File: config.mk
export PLATFORM = sky130hd
export DESIGN_NAME = complex_dot_accumulator_flat
export DESIGN_NICKNAME = d
export VERILOG_FILES = /design/src/rtl/complex_alu_pkg.sv /design/src/rtl/complex_dot_accumulator_if.sv /design/src/rtl/cplx_sat_shift.sv /design/src/rtl/complex_dot_accumulator.sv /design/src/flat_wrapper.sv
export SDC_FILE = /design/constraint.sdc
export NUM_CORES = 1
export LEC_CHECK = 0
export ABC_AREA = 1
export CAP_MARGIN = 20
export CORE_MARGIN = 4
export CORE_UTILIZATION = 62
export CTS_CLUSTER_SIZE = 20
export DETAILED_ROUTE_END_ITERATION = 8
export PLACE_DENSITY = 0.95
export SKIP_LAST_GASP = 1
export SLEW_MARGIN = 25
export SYNTH_ARGS = -nofsm -noshare
export SYNTH_HDL_FRONTEND = slang
export SYNTH_SLANG_ARGS = --single-unit
File: constraint.sdc
create_clock -name clk -period 6.83 [get_ports clk]
set_input_delay 1.366 -clock clk [delete_from_list [all_inputs] [get_ports clk]]
set_output_delay 1.366 -clock clk [all_outputs]
set_load 0.02 [all_outputs]
File: src/rtl/complex_alu_pkg.sv
// Shared types and arithmetic helpers for the complex multiply/accumulate datapath.
// Holds the complex sample type, the accumulator FSM states and the shift/saturate helper.
package complex_alu_pkg;

  localparam int DATA_W    = 16;
  localparam int ACC_MAX_W = 48;

  localparam logic signed [ACC_MAX_W-1:0] SAT_MAX = 48'sd32767;
  localparam logic signed [ACC_MAX_W-1:0] SAT_MIN = -48'sd32768;

  typedef struct packed {
    logic signed [DATA_W-1:0] re;
    logic signed [DATA_W-1:0] im;
  } cplx16_t;

  typedef struct packed {
    logic                     sat;
    logic signed [DATA_W-1:0] val;
  } sat16_t;

  typedef enum logic [0:0] {
    ACCUM = 1'b0,
    HOLD  = 1'b1
  } acc_state_t;

  // Arithmetic shift (floor) followed by clamp to the signed 16-bit range.
  function automatic sat16_t sat16(input logic signed [ACC_MAX_W-1:0] acc,
                                   input logic [7:0] shift);
    logic signed [ACC_MAX_W-1:0] sh;
    sat16_t r;
    sh = acc >>> shift;
    if (sh > SAT_MAX) begin
      r.val = 16'sh7fff;
      r.sat = 1'b1;
    end else if (sh < SAT_MIN) begin
      r.val = 16'sh8000;
      r.sat = 1'b1;
    end else begin
      r.val = sh[DATA_W-1:0];
      r.sat = 1'b0;
    end
    return r;
  endfunction

endpackage

File: src/rtl/complex_dot_accumulator_if.sv
// Product-input and result-output handshake bundle of the complex dot accumulator.
// The slave side is the accumulator; the master side is its environment.
interface complex_dot_accumulator_if;
  import complex_alu_pkg::*;

  logic                     in_valid;
  logic                     in_ready;
  logic signed [DATA_W-1:0] in_re;
  logic signed [DATA_W-1:0] in_im;
  logic                     out_valid;
  logic                     out_ready;
  logic signed [DATA_W-1:0] out_re;
  logic signed [DATA_W-1:0] out_im;
  logic [1:0]               out_sat;
  logic [7:0]               term_cnt;

  modport slave (
    input  in_valid, in_re, in_im, out_ready,
    output in_ready, out_valid, out_re, out_im, out_sat, term_cnt
  );

  modport master (
    output in_valid, in_re, in_im, out_ready,
    input  in_ready, out_valid, out_re, out_im, out_sat, term_cnt
  );

endinterface

File: src/rtl/cplx_sat_shift.sv
// Combinational scale-and-saturate of a wide complex accumulator value to 16-bit complex.
// Reusable on any ACC_W-wide complex path.
module cplx_sat_shift
  import complex_alu_pkg::*;
#(
  parameter int ACC_W = 24,
  parameter int SHIFT = 0
) (
  input  logic signed [ACC_W-1:0] acc_re,
  input  logic signed [ACC_W-1:0] acc_im,
  output cplx16_t                 res,
  output logic [1:0]              sat
);

  sat16_t re_s;
  sat16_t im_s;

  // Shift and clamp each component independently.
  always_comb begin
    re_s   = sat16(ACC_MAX_W'(acc_re), 8'(SHIFT));
    im_s   = sat16(ACC_MAX_W'(acc_im), 8'(SHIFT));
    res.re = re_s.val;
    res.im = im_s.val;
    sat    = {re_s.sat, im_s.sat};
  end

endmodule

File: src/rtl/complex_dot_accumulator.sv
// Accumulates N_TERMS complex products, then presents the scaled, saturated sum
// on a valid/ready output while back-pressuring the product stream.
module complex_dot_accumulator
  import complex_alu_pkg::*;
#(
  parameter int N_TERMS = 4,
  parameter int GUARD   = 8,
  parameter int SHIFT   = 0
) (
  input  logic                        clk,
  input  logic                        rst_n,
  input  logic                        clear,
  complex_dot_accumulator_if.slave    bus
);

  localparam int ACC_W = DATA_W + GUARD;

  acc_state_t               state_r, state_nx_s;
  logic signed [ACC_W-1:0]  acc_re_r, acc_re_nx_s;
  logic signed [ACC_W-1:0]  acc_im_r, acc_im_nx_s;
  logic [7:0]               term_cnt_r, term_cnt_nx_s;
  logic                     out_valid_r, out_valid_nx_s;
  cplx16_t                  out_r, out_nx_s;
  logic [1:0]               out_sat_r, out_sat_nx_s;
  logic signed [ACC_W-1:0]  sum_re_s;
  logic signed [ACC_W-1:0]  sum_im_s;
  cplx16_t                  sat_res_s;
  logic [1:0]               sat_flags_s;

  assign sum_re_s = acc_re_r + {{GUARD{bus.in_re[DATA_W-1]}}, bus.in_re};
  assign sum_im_s = acc_im_r + {{GUARD{bus.in_im[DATA_W-1]}}, bus.in_im};

  cplx_sat_shift #(
    .ACC_W (ACC_W),
    .SHIFT (SHIFT)
  ) u_sat (
    .acc_re (sum_re_s),
    .acc_im (sum_im_s),
    .res    (sat_res_s),
    .sat    (sat_flags_s)
  );

  // Next-state and next-register logic; clear overrides every other event.
  always_comb begin
    state_nx_s     = state_r;
    acc_re_nx_s    = acc_re_r;
    acc_im_nx_s    = acc_im_r;
    term_cnt_nx_s  = term_cnt_r;
    out_valid_nx_s = out_valid_r;
    out_nx_s       = out_r;
    out_sat_nx_s   = out_sat_r;
    if (clear) begin
      state_nx_s     = ACCUM;
      acc_re_nx_s    = '0;
      acc_im_nx_s    = '0;
      term_cnt_nx_s  = 8'd0;
      out_valid_nx_s = 1'b0;
      out_sat_nx_s   = 2'b00;
    end else begin
      case (state_r)
        ACCUM: begin
          if (bus.in_valid) begin
            if (term_cnt_r == 8'(N_TERMS - 1)) begin
              out_nx_s       = sat_res_s;
              out_sat_nx_s   = sat_flags_s;
              out_valid_nx_s = 1'b1;
              acc_re_nx_s    = '0;
              acc_im_nx_s    = '0;
              term_cnt_nx_s  = 8'd0;
              state_nx_s     = HOLD;
            end else begin
              acc_re_nx_s   = sum_re_s;
              acc_im_nx_s   = sum_im_s;
              term_cnt_nx_s = term_cnt_r + 8'd1;
            end
          end else begin
            state_nx_s = ACCUM;
          end
        end
        HOLD: begin
          if (bus.out_ready) begin
            out_valid_nx_s = 1'b0;
            state_nx_s     = ACCUM;
          end else begin
            state_nx_s = HOLD;
          end
        end
        default: begin
          state_nx_s = ACCUM;
        end
      endcase
    end
  end

  // State and datapath registers.
  always_ff @(posedge clk or negedge rst_n) begin
    if (!rst_n) begin
      state_r     <= ACCUM;
      acc_re_r    <= '0;
      acc_im_r    <= '0;
      term_cnt_r  <= 8'd0;
      out_valid_r <= 1'b0;
      out_r       <= '0;
      out_sat_r   <= 2'b00;
    end else begin
      state_r     <= state_nx_s;
      acc_re_r    <= acc_re_nx_s;
      acc_im_r    <= acc_im_nx_s;
      term_cnt_r  <= term_cnt_nx_s;
      out_valid_r <= out_valid_nx_s;
      out_r       <= out_nx_s;
      out_sat_r   <= out_sat_nx_s;
    end
  end

  assign bus.in_ready  = (state_r == ACCUM);
  assign bus.out_valid = out_valid_r;
  assign bus.out_re    = out_r.re;
  assign bus.out_im    = out_r.im;
  assign bus.out_sat   = out_sat_r;
  assign bus.term_cnt  = term_cnt_r;

endmodule

File: src/flat_wrapper.sv
// flat-port wrapper written by rule: the top's interface ports become plain ports
module complex_dot_accumulator_flat import complex_alu_pkg::*;
#(
  parameter int N_TERMS = 4,
  parameter int GUARD   = 8,
  parameter int SHIFT   = 0
)
  (clk, rst_n, clear, bus_in_valid, bus_in_re, bus_in_im, bus_out_ready, bus_in_ready, bus_out_valid, bus_out_re, bus_out_im, bus_out_sat, bus_term_cnt);
  complex_dot_accumulator_if bus_i ();
  input  logic clk;
  input  logic rst_n;
  input  logic clear;
  input wire logic [$bits(bus_i.in_valid)-1:0] bus_in_valid;
  input wire logic [$bits(bus_i.in_re)-1:0] bus_in_re;
  input wire logic [$bits(bus_i.in_im)-1:0] bus_in_im;
  input wire logic [$bits(bus_i.out_ready)-1:0] bus_out_ready;
  output wire logic [$bits(bus_i.in_ready)-1:0] bus_in_ready;
  output wire logic [$bits(bus_i.out_valid)-1:0] bus_out_valid;
  output wire logic [$bits(bus_i.out_re)-1:0] bus_out_re;
  output wire logic [$bits(bus_i.out_im)-1:0] bus_out_im;
  output wire logic [$bits(bus_i.out_sat)-1:0] bus_out_sat;
  output wire logic [$bits(bus_i.term_cnt)-1:0] bus_term_cnt;
  assign bus_i.in_valid = bus_in_valid;
  assign bus_i.in_re = bus_in_re;
  assign bus_i.in_im = bus_in_im;
  assign bus_i.out_ready = bus_out_ready;
  assign bus_in_ready = bus_i.in_ready;
  assign bus_out_valid = bus_i.out_valid;
  assign bus_out_re = bus_i.out_re;
  assign bus_out_im = bus_i.out_im;
  assign bus_out_sat = bus_i.out_sat;
  assign bus_term_cnt = bus_i.term_cnt;
  complex_dot_accumulator #(.N_TERMS(N_TERMS), .GUARD(GUARD), .SHIFT(SHIFT)) u_core (.clk(clk), .rst_n(rst_n), .clear(clear), .bus(bus_i));
endmodule
==> metrics, run 1 <==
Ports=between 80 and 90; net load switching power=between 1 and 1.5 mW; Synth Area in Compound Gates=about a tenth; sequential power share=between 20% and 30%; Hold Crit Depth=2; Critical Path End Type=flop; core box area=around 11,000 µm²; total chip power=2.96 mW; sw frac=between 40% and 50%; Final GP Congestion=approximately 0.96; post-synthesis mux area share=0%; Leak=between 4 and 5 nW; htree depth=3; status=finished clean; Antenna diodes=0; Post-synth EDFFs=0; post-synthesis average cell area=6.79 µm²; initial antenna violation count=0; drt total wl=about 20,000 µm; half-perimeter wire length after placement=about 15,000 µm; clock buffer depth=2; slowest CP cell=clkdlybuf4s50_1; post-synth top area share=approximately 32%; XOR/XNOR Fraction of Synth Area=under 10%; Worst Path Class, Setup=in -> reg; Initial Utilization=63.2%; num rows=39; fraction of registers with async set/reset=100%; Yosys reg bits=92; period utilization=approximately three fifths; Clk pwr share=between 10% and 20%; Final nets=between 1k and 1.5k; most frequent CP cell=nand2_1; Die Span X=about 120 µm; pwr/cell area=between 300 and 400 nW/µm²; worst skew pair latency=~0.36 ns; synthesized net count=between 1k and 1.5k; depth of the worst register-to-register path=12; max-slew violation count=0; Peak VDD IR=about 0.00034 V; Synth Instances=around 1.1k; full die area=~13,000 µm²; Synth Flop Type=dfrtp_1; DRT Pass-1 Iters=5; top cell type by total area after synthesis=dfrtp_1; Tmin final=between 4 and 5 ns; Fill cells=between 800 and 900; commonest non-fill, non-tap cell in the layout=nand2_1; Setup Fix Bufs, Post-CTS=0; vias=about 7k; Setup Skew=between 0.004 and 0.005 ns; share of cells above drive strength 1=between 7 and 8%; clock root buffer=clkbuf_16; CTS tree=built; routed len/inst=15.5 µm; hold_buf cts=0; main combinational cell family by area after synthesis=simple AND/OR/NAND/NOR gates; main area contributors after synthesis=dfrtp_1, nand2_1, inv_1, ha_1, nor2_1; global-route wire length before repair=roughly 33,000 µm; Remaining DRCs=0; Num CTS Buffers=9; largest net degree at the start of global routing=60; commonest non-fill, non-tap cells in the layout=nand2_1, inv_1, dfrtp_1; Avg Vias per Cell=5.57; RSZ-0062 raised after global routing=false; Gate power share=53.9%; Adder-Cell Fraction of Synth Area=under 10%; internal power=around 1.6 mW; GR Overflow Total=0; Initial DRC Count=656; final hold viol count=0; Slew HR=between 30% and 40%; Die Y=approximately 120 µm; Critical Path RT=a little over 7 ns; # setup viols final=0; Unique masters post-synth=44; vias in the first global route=just under 7k; Syn. warnings=0; hold crit path type=reg -> reg; Crit Path Max Fanout=15; register area share after synthesis=between 30 and 40%; Port Buffer Count=80; Post-DRT Antenna Nets=0; fmax=0.244 GHz; simple-gate share of the synthesized area=a little over a third; Slew @ Worst Pin=about 1.0 ns; CTS clk-pin slew, worst paths=approximately 0.07 ns; maxcap violations=0; Area Overhead vs Synth=16.9%; overall routing resource usage=between 30% and 40%; post-cts resize count=0; Critical Path AT=4.32 ns; Crit path largest cell delay=0.64 ns; setup TNS=0 ns; worst-path cell chain=clkdlybuf4s50_1 > ha_1 > nand2_1 > inv_1 > nand2_1 > nor2_1 > nand3b_1 > nand3_1 > nand2_1 > nand2_1 > nand2_1 > nor2_2 > nand3_2 > a21oi_4 > a21oi_1; Sinks on Clock Net=a little over 90; Critical Path Start Type=input port; Post-Syn Area=7190 µm²
final cells by class:
| class | count | area (µm²) | area share, % |
|---|---|---|---|
| multi-input combinational | 789 | 4190 | 49.9 |
| sequential | 92 | 2300 | 27.4 |
| timing repair buffer | 82 | 813 | 9.67 |
| inverter | 161 | 604 | 7.19 |
| clock buffer | 10 | 239 | 2.84 |
| tap | 143 | 179 | 2.13 |
| clock inverter | 6 | 75.1 | 0.893 |
synthesized netlist by cell type (2+ instances only):
cell type	n
inv_1	158
nand4_1	12
nor2_4	3
nor2_2	5
nand2_1	387
nor2_1	83
nand2_2	30
o21bai_1	2
dfrtp_1	92
ha_1	47
a21oi_2	11
inv_2	3
nand3_1	37
a22o_1	14
a31oi_1	2
clkbuf_1	12
nand3_2	6
nor3_1	11
nand3b_1	6
xor2_1	9
fa_1	2
a21oi_1	43
o21ai_0	43
nor3_2	2
xnor2_1	20
stage by stage:
stage | hold slack [ns] | cells | cell area (µm²) | util [%] | setup slack, ns
final | 0.481 | 1283 | 8410 | 73.9 | 2.73
after global routing | 0.499 | 1283 | 8410 | 73.9 | 2.48
after CTS | 0.483 | 1283 | 8400 | 73.9 | 2.81
after floorplan | 0.457 | 1059 | 7190 | - | 3.47
after detailed placement | 0.464 | 1267 | 8090 | 71.1 | 2.44
after global placement | 0.462 | 1267 | 8090 | 71.1 | 2.47
logic make-up after synthesis:
group                      after synthesis
adders and majority gates               49
DFF                                     92
and+or+nand+nor                        588
xor gates and xnor gates                30
buffers and inverters                  178
AOI/OAI and AO/OA                      122
per-layer routing:
metal | GRT usage, % | vias up | share of wire [%]
li1 | - | 3473 | -
met1 | 38.6 | 3278 | 40
met2 | 52.5 | 319 | 49
met3 | 3.71 | 76 | 7.2
met4 | 14.3 | 0 | 4.2
met5 | 0 | - | 0
flip-flops by register name, summed over array words and instances, names as in the netlist:
register,cells
u_core.bus.out_valid,1
u_core.bus.out_sat,2
u_core.bus.term_cnt,8
u_core.acc_im_r,24
u_core.state_r,1
u_core.bus.out_im,16
u_core.bus.out_re,16
u_core.acc_re_r,24
power by group through the flow:
| stage | registers, mW | clock network (mW) | logic, mW |
|---|---|---|---|
| after floorplan | 0.923 | 0 | 0.952 |
| after global placement | 0.811 | 0 | 1.52 |
| after detailed placement | 0.817 | 0 | 1.56 |
| after CTS | 0.811 | 0.546 | 1.58 |
| after global routing | 0.828 | 0.569 | 1.76 |
| final | 0.814 | 0.550 | 1.59 |
worst max-delay path: cells and delay by family:
family,cells,cell delay [ns]
AO/OA/AOI/OAI,2,0.64
adder cells (fa/ha/maj),1,0.51
buffers and inverters,2,0.75
AND/OR/NAND/NOR,10,1.04
path summary, 6_finish.rpt:
path                       slack (ns)                              start                           endpoint
max in group asynchronous        4.77                              rst_n  u_core.bus.out_im[10]$_DFFE_PN0P_
min reg2reg                      0.48  u_core.bus.out_re[11]$_DFFE_PN0P_  u_core.bus.out_re[11]$_DFFE_PN0P_
min in group asynchronous        0.95                              rst_n    u_core.acc_re_r[16]$_DFFE_PN0P_
max reg2reg                      3.91     u_core.acc_im_r[5]$_DFFE_PN0P_   u_core.bus.out_im[2]$_DFFE_PN0P_
max                              2.73                      bus_in_im[15]   u_core.bus.out_im[2]$_DFFE_PN0P_
min                              0.48  u_core.bus.out_re[11]$_DFFE_PN0P_  u_core.bus.out_re[11]$_DFFE_PN0P_
No activity file was read; power rests on OpenSTA's default activity.
==> run 2, diff against run 1 <==
- CORE_UTILIZATION: 62 -> 58
- PLACE_DENSITY: 0.95 -> 0.94
- clock period: 6.83 -> 3.8 ns (I/O delays scaled with it)
==> run 2 against run 1 <==
Flip-flop and latch count did not move. Final area is 0.74% higher. Via count shrank 1.1%. Critical path depth unchanged. Die area rose by 6.4%. Critical endpoint is now u_core.bus.out_sat[1]$_DFFE_PN0P_. Largest power group unchanged.
==> metrics, run 2 (synthesized netlist as in run 1, its figures left out) <==
largest net degree at the start of global routing=37 (-38%); drt total wl=19,400 µm (-2.3%); Area Overhead vs Synth=17.8%; clock buffer depth=2 (unchanged); Worst Path Class, Setup=in -> reg; vias in the first global route=7,059 (+1.8%); routed len/inst=14.8 µm (-4.4%); GR Overflow Total=0 (unchanged); Crit path largest cell delay=0.60 ns (-0.04 ns); DRT Pass-1 Iters=5 (unchanged); global-route wire length before repair=32,500 µm (-0.32%); Avg Vias per Cell=5.39 (-3.3%); slowest CP cell=clkdlybuf4s50_1; Die Y=119 µm (+3.2%); RSZ-0062 raised after global routing=false; Die Span X=119 µm (+3.2%); Critical Path Start Type=input port; status=finished clean; share of cells above drive strength 1=7.87% (+0.15 points); half-perimeter wire length after placement=15,100 µm (+1.4%); Critical Path RT=4.04 ns (-3.01 ns); top flop regs=u_core.acc_im_r: 24 flops, u_core.acc_re_r: 24 flops; # setup viols final=0 (unchanged); final hold viol count=0 (unchanged); commonest non-fill, non-tap cell in the layout=nand2_1; clock root buffer=clkbuf_16; overall routing resource usage=27.9% (-2.7 points); worst skew pair latency=0.35 ns (about the same); Setup Skew=0.0113 ns (+0.00652 ns); pwr/cell area=616 nW/µm² (+75%); Initial DRC Count=504 (-23%); CTS tree=built; total chip power=5.22 mW (+77%); footprint of the multi-input gates=4190 µm² (-0.15%); post-cts resize count=0 (unchanged); hold_buf cts=0 (unchanged); Antenna diodes=0 (unchanged); Critical Path AT=3.63 ns (-0.69 ns); vias=7,070 (-1.1%); depth of the worst register-to-register path=20 (+8); Peak VDD IR=0.000385 V (+12%); busiest grt layer=met2; Fill cells=953 (+9.9%); Initial Utilization=59.6% (-3.6 points); max-slew violation count=0 (unchanged); period utilization=between 80% and 90%; met2 Usage GRT=48.2% (-4.3 points); num rows=40 (+2.6%); Critical Path End Type=flop; Num CTS Buffers=9 (unchanged); Sinks on Clock Net=92 (unchanged); fmax=0.295 GHz; Remaining DRCs=0 (unchanged); register area=2300 µm² (unchanged); core box area=12,100 µm² (+6.1%); Crit Path Max Fanout=16 (+1); Leak=4.51 nW (+0.45%); Post-DRT Antenna Nets=0 (unchanged); maxcap violations=0 (unchanged); commonest non-fill, non-tap cells in the layout=nand2_1, inv_1, dfrtp_1; Slew @ Worst Pin=0.962 ns (-0.0643 ns); Port Buffer Count=80 (unchanged); worst-path cell chain=clkdlybuf4s50_1 > ha_1 > nand2_1 > inv_1 > nand2_1 > inv_1 > a21oi_1 > nand3_1 > a21oi_1 > xor2_1 > inv_1 > nand2_2 > nand2_1 > nand2_1 > nand2_1; most frequent CP cell=nand2_1; full die area=14,200 µm² (+6.4%); Setup Fix Bufs, Post-CTS=0 (unchanged); Ports=81 (unchanged); Final GP Congestion=0.966 (+0.25%); initial antenna violation count=0 (unchanged); M1 GR Usage=33.4% (-5.2 points); Tmin final=3.39 ns; hold crit path type=in -> async; met3 GRT Util=4.89% (+1.2 points); setup TNS=0 ns (unchanged); CTS clk-pin slew, worst paths=0.07 ns (about the same); Final nets=1,226 (+0.41%); htree depth=3 (unchanged); Slew HR=35.5% (+4.0 points)
run 2: cell count changes in the layout (fill, tap and decap cells not counted), sizes merged:
cell	previous run	this run
inv	165	161
clkinv	0	3
buf	3	8
clkinvlp	1	0
clkbuf	10	11
run 2: worst max-delay path, delay by kind of cell:
kind / cells / cell delay (ns)
xor gates and xnor gates: 1 / 0.30
adders and majority gates: 1 / 0.46
AOI/OAI and AO/OA: 2 / 0.42
buffers and inverters: 4 / 0.83
and+or+nand+nor: 7 / 0.86
run 2: report_power, final:
part           internal, mW  switching [mW]  total, mW
Combinational          1.07            1.76       2.83
Sequential             1.27           0.193       1.46
Clock                 0.532           0.396      0.927
Total                  2.87            2.35       5.22
run 2: metal layers:
layer | part of all wire (%) | vias up
met2 | 49 | 264
met1 | 41 | 3238
li1 | - | 3494
met4 | 4.9 | 0
met3 | 5.9 | 74
met5 | 0 | -
run 2: cell type report:
class / count / share of cell area (%)
multi-input cells: 789 / 49.4
flip-flops and latches: 92 / 27.2
repair buffers: 87 / 10.2
inverters: 161 / 7.14
clock buffers: 11 / 2.87
well taps: 168 / 2.48
clock inverters: 4 / 0.694
run 2: final timing paths:
path / from / to / slack, ns
max in group asynchronous: rst_n / u_core.state_r$_DFF_PN0_ / 2.68
min in group clk: u_core.bus.out_re[10]$_DFFE_PN0P_ / u_core.bus.out_re[10]$_DFFE_PN0P_ / 0.48
worst min register to register: u_core.bus.out_re[10]$_DFFE_PN0P_ / u_core.bus.out_re[10]$_DFFE_PN0P_ / 0.48
worst min-delay path: rst_n / u_core.acc_re_r[13]$_DFFE_PN0P_ / 0.36
worst max-delay path: bus_in_re[15] / u_core.bus.out_sat[1]$_DFFE_PN0P_ / 0.41
worst max register to register: u_core.acc_re_r[0]$_DFFE_PN0P_ / u_core.bus.out_re[8]$_DFFE_PN0P_ / 1.09
run 2: metrics by stage:
stage,worst slack [ns],hold slack [ns],instance area [µm²],util [%],instances
5_1_grt,0.188,0.399,8470,70.2,1312
2_1_floorplan,1.05,0.457,7190,-,1059
3_5_place_dp,0.103,0.465,8170,67.7,1297
3_3_place_gp,0.106,0.465,8170,67.7,1297
6_report,0.410,0.355,8470,70.2,1312
4_1_cts,0.445,0.367,8470,70.2,1312
